--- config.mk ---
export PLATFORM = sky130hd
export DESIGN_NAME = m_control_scoreboard_flat
export DESIGN_NICKNAME = d
export VERILOG_FILES = /design/src/rtl/m_control_scoreboard_if.sv /design/src/rtl/m_control_scoreboard.sv /design/src/flat_wrapper.sv
export SDC_FILE = /design/constraint.sdc
export NUM_CORES = 1
export LEC_CHECK = 0
export ABC_AREA = 1
export CAP_MARGIN = 10
export CORE_MARGIN = 2
export CORE_UTILIZATION = 45
export DETAILED_ROUTE_END_ITERATION = 8
export PLACE_DENSITY_LB_ADDON = 0.3
export SKIP_CTS_REPAIR_TIMING = 1
export SYNTH_ARGS = -nofsm -noshare
export SYNTH_HDL_FRONTEND = slang
export SYNTH_SLANG_ARGS = --single-unit
--- constraint.sdc ---
create_clock -name clk -period 3.1 [get_ports clk]
set_clock_uncertainty 0.05 [all_clocks]
set_input_delay 0.465 -clock clk [delete_from_list [all_inputs] [get_ports clk]]
set_output_delay 0.465 -clock clk [all_outputs]
set_load 0.1 [all_outputs]
--- src/rtl/m_control_scoreboard_if.sv ---
// Issue-controller port bundle: decoder handshake, issue slot, writeback,
// flush and status. The controller is the slave side; the decoder/ALU
// environment is the master side.
interface m_control_scoreboard_if;
  logic       in_valid;
  logic       in_ready;
  logic [4:0] in_rs;
  logic [4:0] in_rq;
  logic [4:0] in_rd;
  logic       in_uses_rs;
  logic       in_uses_rq;
  logic       in_writes_rd;
  logic       issue_valid;
  logic       issue_ready;
  logic [4:0] issue_rs;
  logic [4:0] issue_rq;
  logic [4:0] issue_rd;
  logic       issue_writes_rd;
  logic       wb_valid;
  logic [4:0] wb_rd;
  logic       flush;
  logic       busy;
  logic       wb_err;

  modport slave (
    input  in_valid, in_rs, in_rq, in_rd, in_uses_rs, in_uses_rq, in_writes_rd,
    input  issue_ready, wb_valid, wb_rd, flush,
    output in_ready, issue_valid, issue_rs, issue_rq, issue_rd, issue_writes_rd,
    output busy, wb_err
  );

  modport master (
    output in_valid, in_rs, in_rq, in_rd, in_uses_rs, in_uses_rq, in_writes_rd,
    output issue_ready, wb_valid, wb_rd, flush,
    input  in_ready, issue_valid, issue_rs, issue_rq, issue_rd, issue_writes_rd,
    input  busy, wb_err
  );
endinterface

--- src/rtl/m_control_scoreboard.sv ---
// Issue controller: register-write scoreboard with RAW/WAW and capacity
// stalls, a single registered issue slot, and flush-then-drain sequencing.
module m_control_scoreboard #(
  parameter int NREGS        = 32,
  parameter int MAX_INFLIGHT = 4,
  parameter int CNT_W        = 3
) (
  input logic                  clk,
  input logic                  rst,
  m_control_scoreboard_if.slave bus
);
  typedef enum logic {RUN, DRAIN} state_e;

  state_e               state_q, state_d;
  logic [NREGS-1:0]     pending_q, pending_d, eff_pending;
  logic [CNT_W-1:0]     inflight_q, inflight_d, eff_inflight;
  logic                 issue_valid_q, issue_valid_d;
  logic [4:0]           issue_rs_q, issue_rs_d;
  logic [4:0]           issue_rq_q, issue_rq_d;
  logic [4:0]           issue_rd_q, issue_rd_d;
  logic                 issue_wr_q, issue_wr_d;
  logic                 wb_err_q;

  logic wb_hit, wb_clr, wb_spur, hazard, in_ready, accept, set_pend;

  // Writeback resolution: a completing write is visible to this cycle's
  // hazard check, so eff_* is the scoreboard as if the clear already happened.
  always_comb begin
    wb_hit       = bus.wb_valid && (bus.wb_rd != 5'd0);
    wb_clr       = wb_hit && pending_q[bus.wb_rd];
    wb_spur      = wb_hit && !pending_q[bus.wb_rd];
    eff_pending  = pending_q;
    if (wb_clr) eff_pending[bus.wb_rd] = 1'b0;
    eff_inflight = inflight_q - CNT_W'(wb_clr);
  end

  // Hazard detect and input handshake; r0 writes never stall or allocate.
  always_comb begin
    hazard   = (bus.in_uses_rs && eff_pending[bus.in_rs])
            || (bus.in_uses_rq && eff_pending[bus.in_rq])
            || (bus.in_writes_rd && (bus.in_rd != 5'd0) && eff_pending[bus.in_rd])
            || (bus.in_writes_rd && (bus.in_rd != 5'd0)
                && (eff_inflight == CNT_W'(MAX_INFLIGHT)));
    in_ready = (state_q == RUN) && !bus.flush && !hazard
            && (!issue_valid_q || bus.issue_ready);
    accept   = bus.in_valid && in_ready;
    set_pend = accept && bus.in_writes_rd && (bus.in_rd != 5'd0);
  end

  // Scoreboard next state: set wins over a same-cycle clear of the same rd,
  // and the counter nets +1/-1 to no change.
  always_comb begin
    pending_d  = eff_pending;
    if (set_pend) pending_d[bus.in_rd] = 1'b1;
    inflight_d = eff_inflight + CNT_W'(set_pend);
  end

  // Issue slot next state: flush empties it, accept reloads it (no bubble
  // when consumed in the same cycle), a bare consume empties it.
  always_comb begin
    issue_valid_d = issue_valid_q;
    issue_rs_d    = issue_rs_q;
    issue_rq_d    = issue_rq_q;
    issue_rd_d    = issue_rd_q;
    issue_wr_d    = issue_wr_q;
    if ((state_q == RUN) && bus.flush) begin
      issue_valid_d = 1'b0;
    end else if (accept) begin
      issue_valid_d = 1'b1;
      issue_rs_d    = bus.in_rs;
      issue_rq_d    = bus.in_rq;
      issue_rd_d    = bus.in_rd;
      issue_wr_d    = bus.in_writes_rd;
    end else if (issue_valid_q && bus.issue_ready) begin
      issue_valid_d = 1'b0;
    end
  end

  // FSM next state: flush enters DRAIN; DRAIN exits once all writes retire.
  always_comb begin
    state_d = state_q;
    case (state_q)
      RUN:     if (bus.flush) state_d = DRAIN;
      DRAIN:   if (eff_inflight == '0) state_d = RUN;
      default: state_d = RUN;
    endcase
  end

  // State registers.
  always_ff @(posedge clk or posedge rst) begin
    if (rst) begin
      state_q       <= RUN;
      pending_q     <= '0;
      inflight_q    <= '0;
      issue_valid_q <= 1'b0;
      issue_rs_q    <= '0;
      issue_rq_q    <= '0;
      issue_rd_q    <= '0;
      issue_wr_q    <= 1'b0;
      wb_err_q      <= 1'b0;
    end else begin
      state_q       <= state_d;
      pending_q     <= pending_d;
      inflight_q    <= inflight_d;
      issue_valid_q <= issue_valid_d;
      issue_rs_q    <= issue_rs_d;
      issue_rq_q    <= issue_rq_d;
      issue_rd_q    <= issue_rd_d;
      issue_wr_q    <= issue_wr_d;
      wb_err_q      <= wb_spur;
    end
  end

  assign bus.in_ready        = in_ready;
  assign bus.issue_valid     = issue_valid_q;
  assign bus.issue_rs        = issue_rs_q;
  assign bus.issue_rq        = issue_rq_q;
  assign bus.issue_rd        = issue_rd_q;
  assign bus.issue_writes_rd = issue_wr_q;
  assign bus.busy            = (state_q == DRAIN) || (inflight_q != '0);
  assign bus.wb_err          = wb_err_q;
endmodule

--- src/flat_wrapper.sv ---
// flat-port wrapper written by rule: the top's interface ports become plain ports
module m_control_scoreboard_flat 
#(
  parameter int NREGS        = 32,
  parameter int MAX_INFLIGHT = 4,
  parameter int CNT_W        = 3
)
  (clk, rst, bus_in_valid, bus_in_rs, bus_in_rq, bus_in_rd, bus_in_uses_rs, bus_in_uses_rq, bus_in_writes_rd, bus_issue_ready, bus_wb_valid, bus_wb_rd, bus_flush, bus_in_ready, bus_issue_valid, bus_issue_rs, bus_issue_rq, bus_issue_rd, bus_issue_writes_rd, bus_busy, bus_wb_err);
  m_control_scoreboard_if bus_i ();
  input logic clk;
  input logic rst;
  input wire logic [$bits(bus_i.in_valid)-1:0] bus_in_valid;
  input wire logic [$bits(bus_i.in_rs)-1:0] bus_in_rs;
  input wire logic [$bits(bus_i.in_rq)-1:0] bus_in_rq;
  input wire logic [$bits(bus_i.in_rd)-1:0] bus_in_rd;
  input wire logic [$bits(bus_i.in_uses_rs)-1:0] bus_in_uses_rs;
  input wire logic [$bits(bus_i.in_uses_rq)-1:0] bus_in_uses_rq;
  input wire logic [$bits(bus_i.in_writes_rd)-1:0] bus_in_writes_rd;
  input wire logic [$bits(bus_i.issue_ready)-1:0] bus_issue_ready;
  input wire logic [$bits(bus_i.wb_valid)-1:0] bus_wb_valid;
  input wire logic [$bits(bus_i.wb_rd)-1:0] bus_wb_rd;
  input wire logic [$bits(bus_i.flush)-1:0] bus_flush;
  output wire logic [$bits(bus_i.in_ready)-1:0] bus_in_ready;
  output wire logic [$bits(bus_i.issue_valid)-1:0] bus_issue_valid;
  output wire logic [$bits(bus_i.issue_rs)-1:0] bus_issue_rs;
  output wire logic [$bits(bus_i.issue_rq)-1:0] bus_issue_rq;
  output wire logic [$bits(bus_i.issue_rd)-1:0] bus_issue_rd;
  output wire logic [$bits(bus_i.issue_writes_rd)-1:0] bus_issue_writes_rd;
  output wire logic [$bits(bus_i.busy)-1:0] bus_busy;
  output wire logic [$bits(bus_i.wb_err)-1:0] bus_wb_err;
  assign bus_i.in_valid = bus_in_valid;
  assign bus_i.in_rs = bus_in_rs;
  assign bus_i.in_rq = bus_in_rq;
  assign bus_i.in_rd = bus_in_rd;
  assign bus_i.in_uses_rs = bus_in_uses_rs;
  assign bus_i.in_uses_rq = bus_in_uses_rq;
  assign bus_i.in_writes_rd = bus_in_writes_rd;
  assign bus_i.issue_ready = bus_issue_ready;
  assign bus_i.wb_valid = bus_wb_valid;
  assign bus_i.wb_rd = bus_wb_rd;
  assign bus_i.flush = bus_flush;
  assign bus_in_ready = bus_i.in_ready;
  assign bus_issue_valid = bus_i.issue_valid;
  assign bus_issue_rs = bus_i.issue_rs;
  assign bus_issue_rq = bus_i.issue_rq;
  assign bus_issue_rd = bus_i.issue_rd;
  assign bus_issue_writes_rd = bus_i.issue_writes_rd;
  assign bus_busy = bus_i.busy;
  assign bus_wb_err = bus_i.wb_err;
  m_control_scoreboard #(.NREGS(NREGS), .MAX_INFLIGHT(MAX_INFLIGHT), .CNT_W(CNT_W)) u_core (.clk(clk), .rst(rst), .bus(bus_i));
endmodule
==> impl_results.md <==
- Total number of vias: approximately 5500
- Routed WL per cell: 18.36 um
- Fin nets: roughly 870
- DIE AREA: 10190 sq um
- Clock transition at the registers of the reported paths: 0.12 ns
- Register Area: between 1000 and 1500 sq um
- Worst path buffer plus inverter count: 4
- Detailed placement HPWL: around 13000 um
- Psw: just over 1 mW
- Row Count: 35
- Reg2reg path depth: 24
- Max-Cap Viols: 0
- Post-synthesis sequential area ratio: 0.3193
- Final hold vios: 0
- Status: finished, violations left
- Largest net degree at the start of global routing: 48
- Routed WL: 17440 um
- RSZ-0062 raised after global routing: yes
- Critical Path, Cell by Cell: dlymetal6s2s_1 > inv_2 > nor3_2 > nand2_1 > nand2_1 > nor2_2 > nand2_4 > buf_12 > nand4_1 > nand2_2 > nand2_1 > nand4_1 > nand3_1 > nand3_1 > nand2_1 > nand2_1 > nand2_2 > nor2_4 > buf_12
- Crit Path Class: primary input to primary output
- Mapped Cells: 704
- CP Launch Type: primary input
- Starting density of the core: 0.4601
- Routed Antenna Nets: 0
- Maximum VDD drop: 0.3534 mV
- Switching Share: 0.4464
- DR vias/cell: ~5.7
- Synth warn: 0
- Post-route setup slack: -0.2377 ns
- Synth cell types: 26
- DP Area: 5554 sq um
- DR iter-0 viols: 517
- Design Area, Final: 6117 sq um
- GRT Total Usage: 0.3397
- Worst Setup SP: bus_wb_rd[3]
- Multi-input combinational cell area: between 2000 and 3000 sq um
- DRT Pass-1 Iters: 5
- Final Total Pwr: 2.314 mW
- FMAX: 299.6 MHz
- Final Slew Violations: 0
- Relative slew margins: 0.6728
- FF-to-FF Start: u_core.pending_q[18]
- DIE HEIGHT: 101.0 um
- N_diodes: 0
- Initial antenna violation count: 0
- Worst min-delay path class: primary input to asynchronous set/reset pin
- CTS tree: built
- CTS Root Cell: clkbuf_8
- Vias in the first global route: roughly 5000
- Failing checks: setup timing
- Die Width: 101.0 um
- Worst-Skew Late Latency: 0.32 ns
- Bufs on Longest Clock Path: 2
- GPL Wtd Cong: 1.041
- Final Cycle Share: 1.077
- First-pass GRT wire length: 26570 um
- Power share of the sequential group: 0.355
- Synth Net Count: 737
- Congestion Overflow GR: 0
- Max stage delay on crit path: 0.24 ns
- Reg2Reg Setup Slack: -0.12 ns
- WP data arrival: 2.82 ns
- Clock power share: 0.220
- Crit path capture type: primary output
- Cell area power density: between 300 and 400 nW/um^2
- Comb power frac: 0.425
- DRC viols: 0
- Number of port buffers: 48
- RR Endpoint: u_core.inflight_q[1]
- Layout cells sized above 1: 0.2741
- Slowest CP cell: nor3_2
- Slew @ Worst Pin: a little under 0.5 ns
- I/O pin total: 49
- Core area: 9196 sq um
- CTS buffer count: 5
- CP required: 2.58 ns
- H-tree depth: 2
- Fillers: 842
- Synthesized cell area: around 4200 sq um
- Critical path peak fanout: 7
- Final setup fails: 3
- Cell mode on critical path: nand2_1
- Area delta synth->final: 44.56%
- Crit path max-delay family: simple AND/OR/NAND/NOR gates
- TritonCTS Sinks: 54
- Leakage power: 3.122 nW
- #FFs+latches synth: 54
- Internal: 1.281 mW
- Mapped Avg Cell Area: 6.011 sq um
- Min Tclk post-route: 3.338 ns
==> Yosys cell counts (all sizes together) <==
cell type,count,area (sq um)
nand2,254,958.4
nand3,153,765.7
nor2,75,284.0
inv,55,206.4
dfrtp,54,1351
nand4,39,244.0
buf,20,111.4
clkbuf,15,56.30
nor3,13,86.34
o21ai,10,50.05
a21oi,7,35.03
ha,4,50.05
a31oi,1,6.260
clkinv,1,3.750
or2,1,6.260
or4,1,7.510
xnor2,1,8.760
==> cell type report <==
| class | count | area share |
|---|---|---|
| Clock buffer | 5 | 0.01125 |
| Tap cell | 111 | 0.02270 |
| Clock inverter | 3 | 0.007159 |
| Inverter | 56 | 0.03477 |
| Multi-Input combinational cell | 559 | 0.4616 |
| Sequential cell | 54 | 0.2213 |
| Timing Repair Buffer | 162 | 0.2412 |
==> power groups by stage <==
| stage | Sequential, mW | Combinational (mW) | Clock, mW |
|---|---|---|---|
| after floorplan | 1.21 | 0.245 | 0 |
| after global placement | 0.828 | 0.932 | 0 |
| after detailed placement | 0.831 | 0.940 | 0 |
| after CTS | 0.818 | 0.942 | 0.522 |
| after global routing | 0.828 | 1.03 | 0.542 |
| final | 0.821 | 0.984 | 0.510 |
==> layout by cell type (no fill, tap or decap), drive strengths merged <==
cell type      count
a21oi              7
nor3              13
a31oi              1
nand3            153
xnor2              1
clkbuf            10
o21ai             10
dlymetal6s2s       2
bufinv             1
buf              132
nand4             39
inv               56
dfrtp             54
nand2            254
ha                 4
or4                1
nor2              75
or2                1
clkinv             2
clkdlybuf4s50     23
==> how the worst max path moves through the flow <==
stage / endpoint / cells after the start
global route: bus_in_ready / 21
CTS: bus_in_ready / 22
detailed placement: u_core.inflight_q[2] / 26
floorplan: u_core.inflight_q[1] / 25
global placement: u_core.inflight_q[2] / 27
finish: bus_in_ready / 19
==> layer usage <==
metal  GRT usage  share of wire  vias up  wire (um)
met4      0.1040          0.026        0        456
met2      0.5195           0.45      354       7799
met3     0.07212           0.10       45       1819
li1            -              -     2578          -
met1      0.4826           0.42     2479       7364
met5           0              0        -          0
==> registers in the layout (all words and copies together), names as in the netlist <==
signal,count
u_core.bus.issue_rd,5
u_core.inflight_q,3
u_core.bus.issue_writes_rd,1
u_core.state_q,1
u_core.pending_q,32
u_core.bus.issue_rs,5
u_core.bus.issue_rq,5
u_core.bus.issue_valid,1
u_core.bus.wb_err,1
==> stage by stage <==
| stage | utilization | TNS (ns) | instances | setup slack, ns | hold WS, ns |
|---|---|---|---|---|---|
| floorplan | - | 0 | 704 | 0.03227 | 0.4219 |
| global placement | 0.6039 | -32.33 | 934 | -0.7176 | 0.4045 |
| detailed placement | 0.6039 | -35.23 | 934 | -0.8020 | 0.4138 |
| CTS | 0.6162 | -18.92 | 942 | -0.7685 | 0.3494 |
| global route | 0.6652 | -2.563 | 950 | -0.3839 | 0.3820 |
| finish | 0.6652 | -0.4692 | 950 | -0.2377 | 0.3457 |
==> worst register-to-register path: cells and delay by family, from the launching register on <==
family | cells | cell delay [ns]
buffers and inverters | 2 | 0.29
adder cells (fa/ha/maj) | 2 | 0.44
flip-flops | 1 | 0.48
AND/OR/NAND/NOR | 20 | 1.88
==> kinds of logic (layout without fill, tap and decap cells) <==
kind of cell | after synthesis | count (layout) | share of synthesized area
simple gates | 536 | 536 | 0.5559
buf+inv | 91 | 226 | 0.08929
flops | 54 | 54 | 0.3193
compound gates | 18 | 18 | 0.02159
fa+ha+maj | 4 | 4 | 0.01183
xor+xnor | 1 | 1 | 0.002070
(Power assumes the default switching activity.)
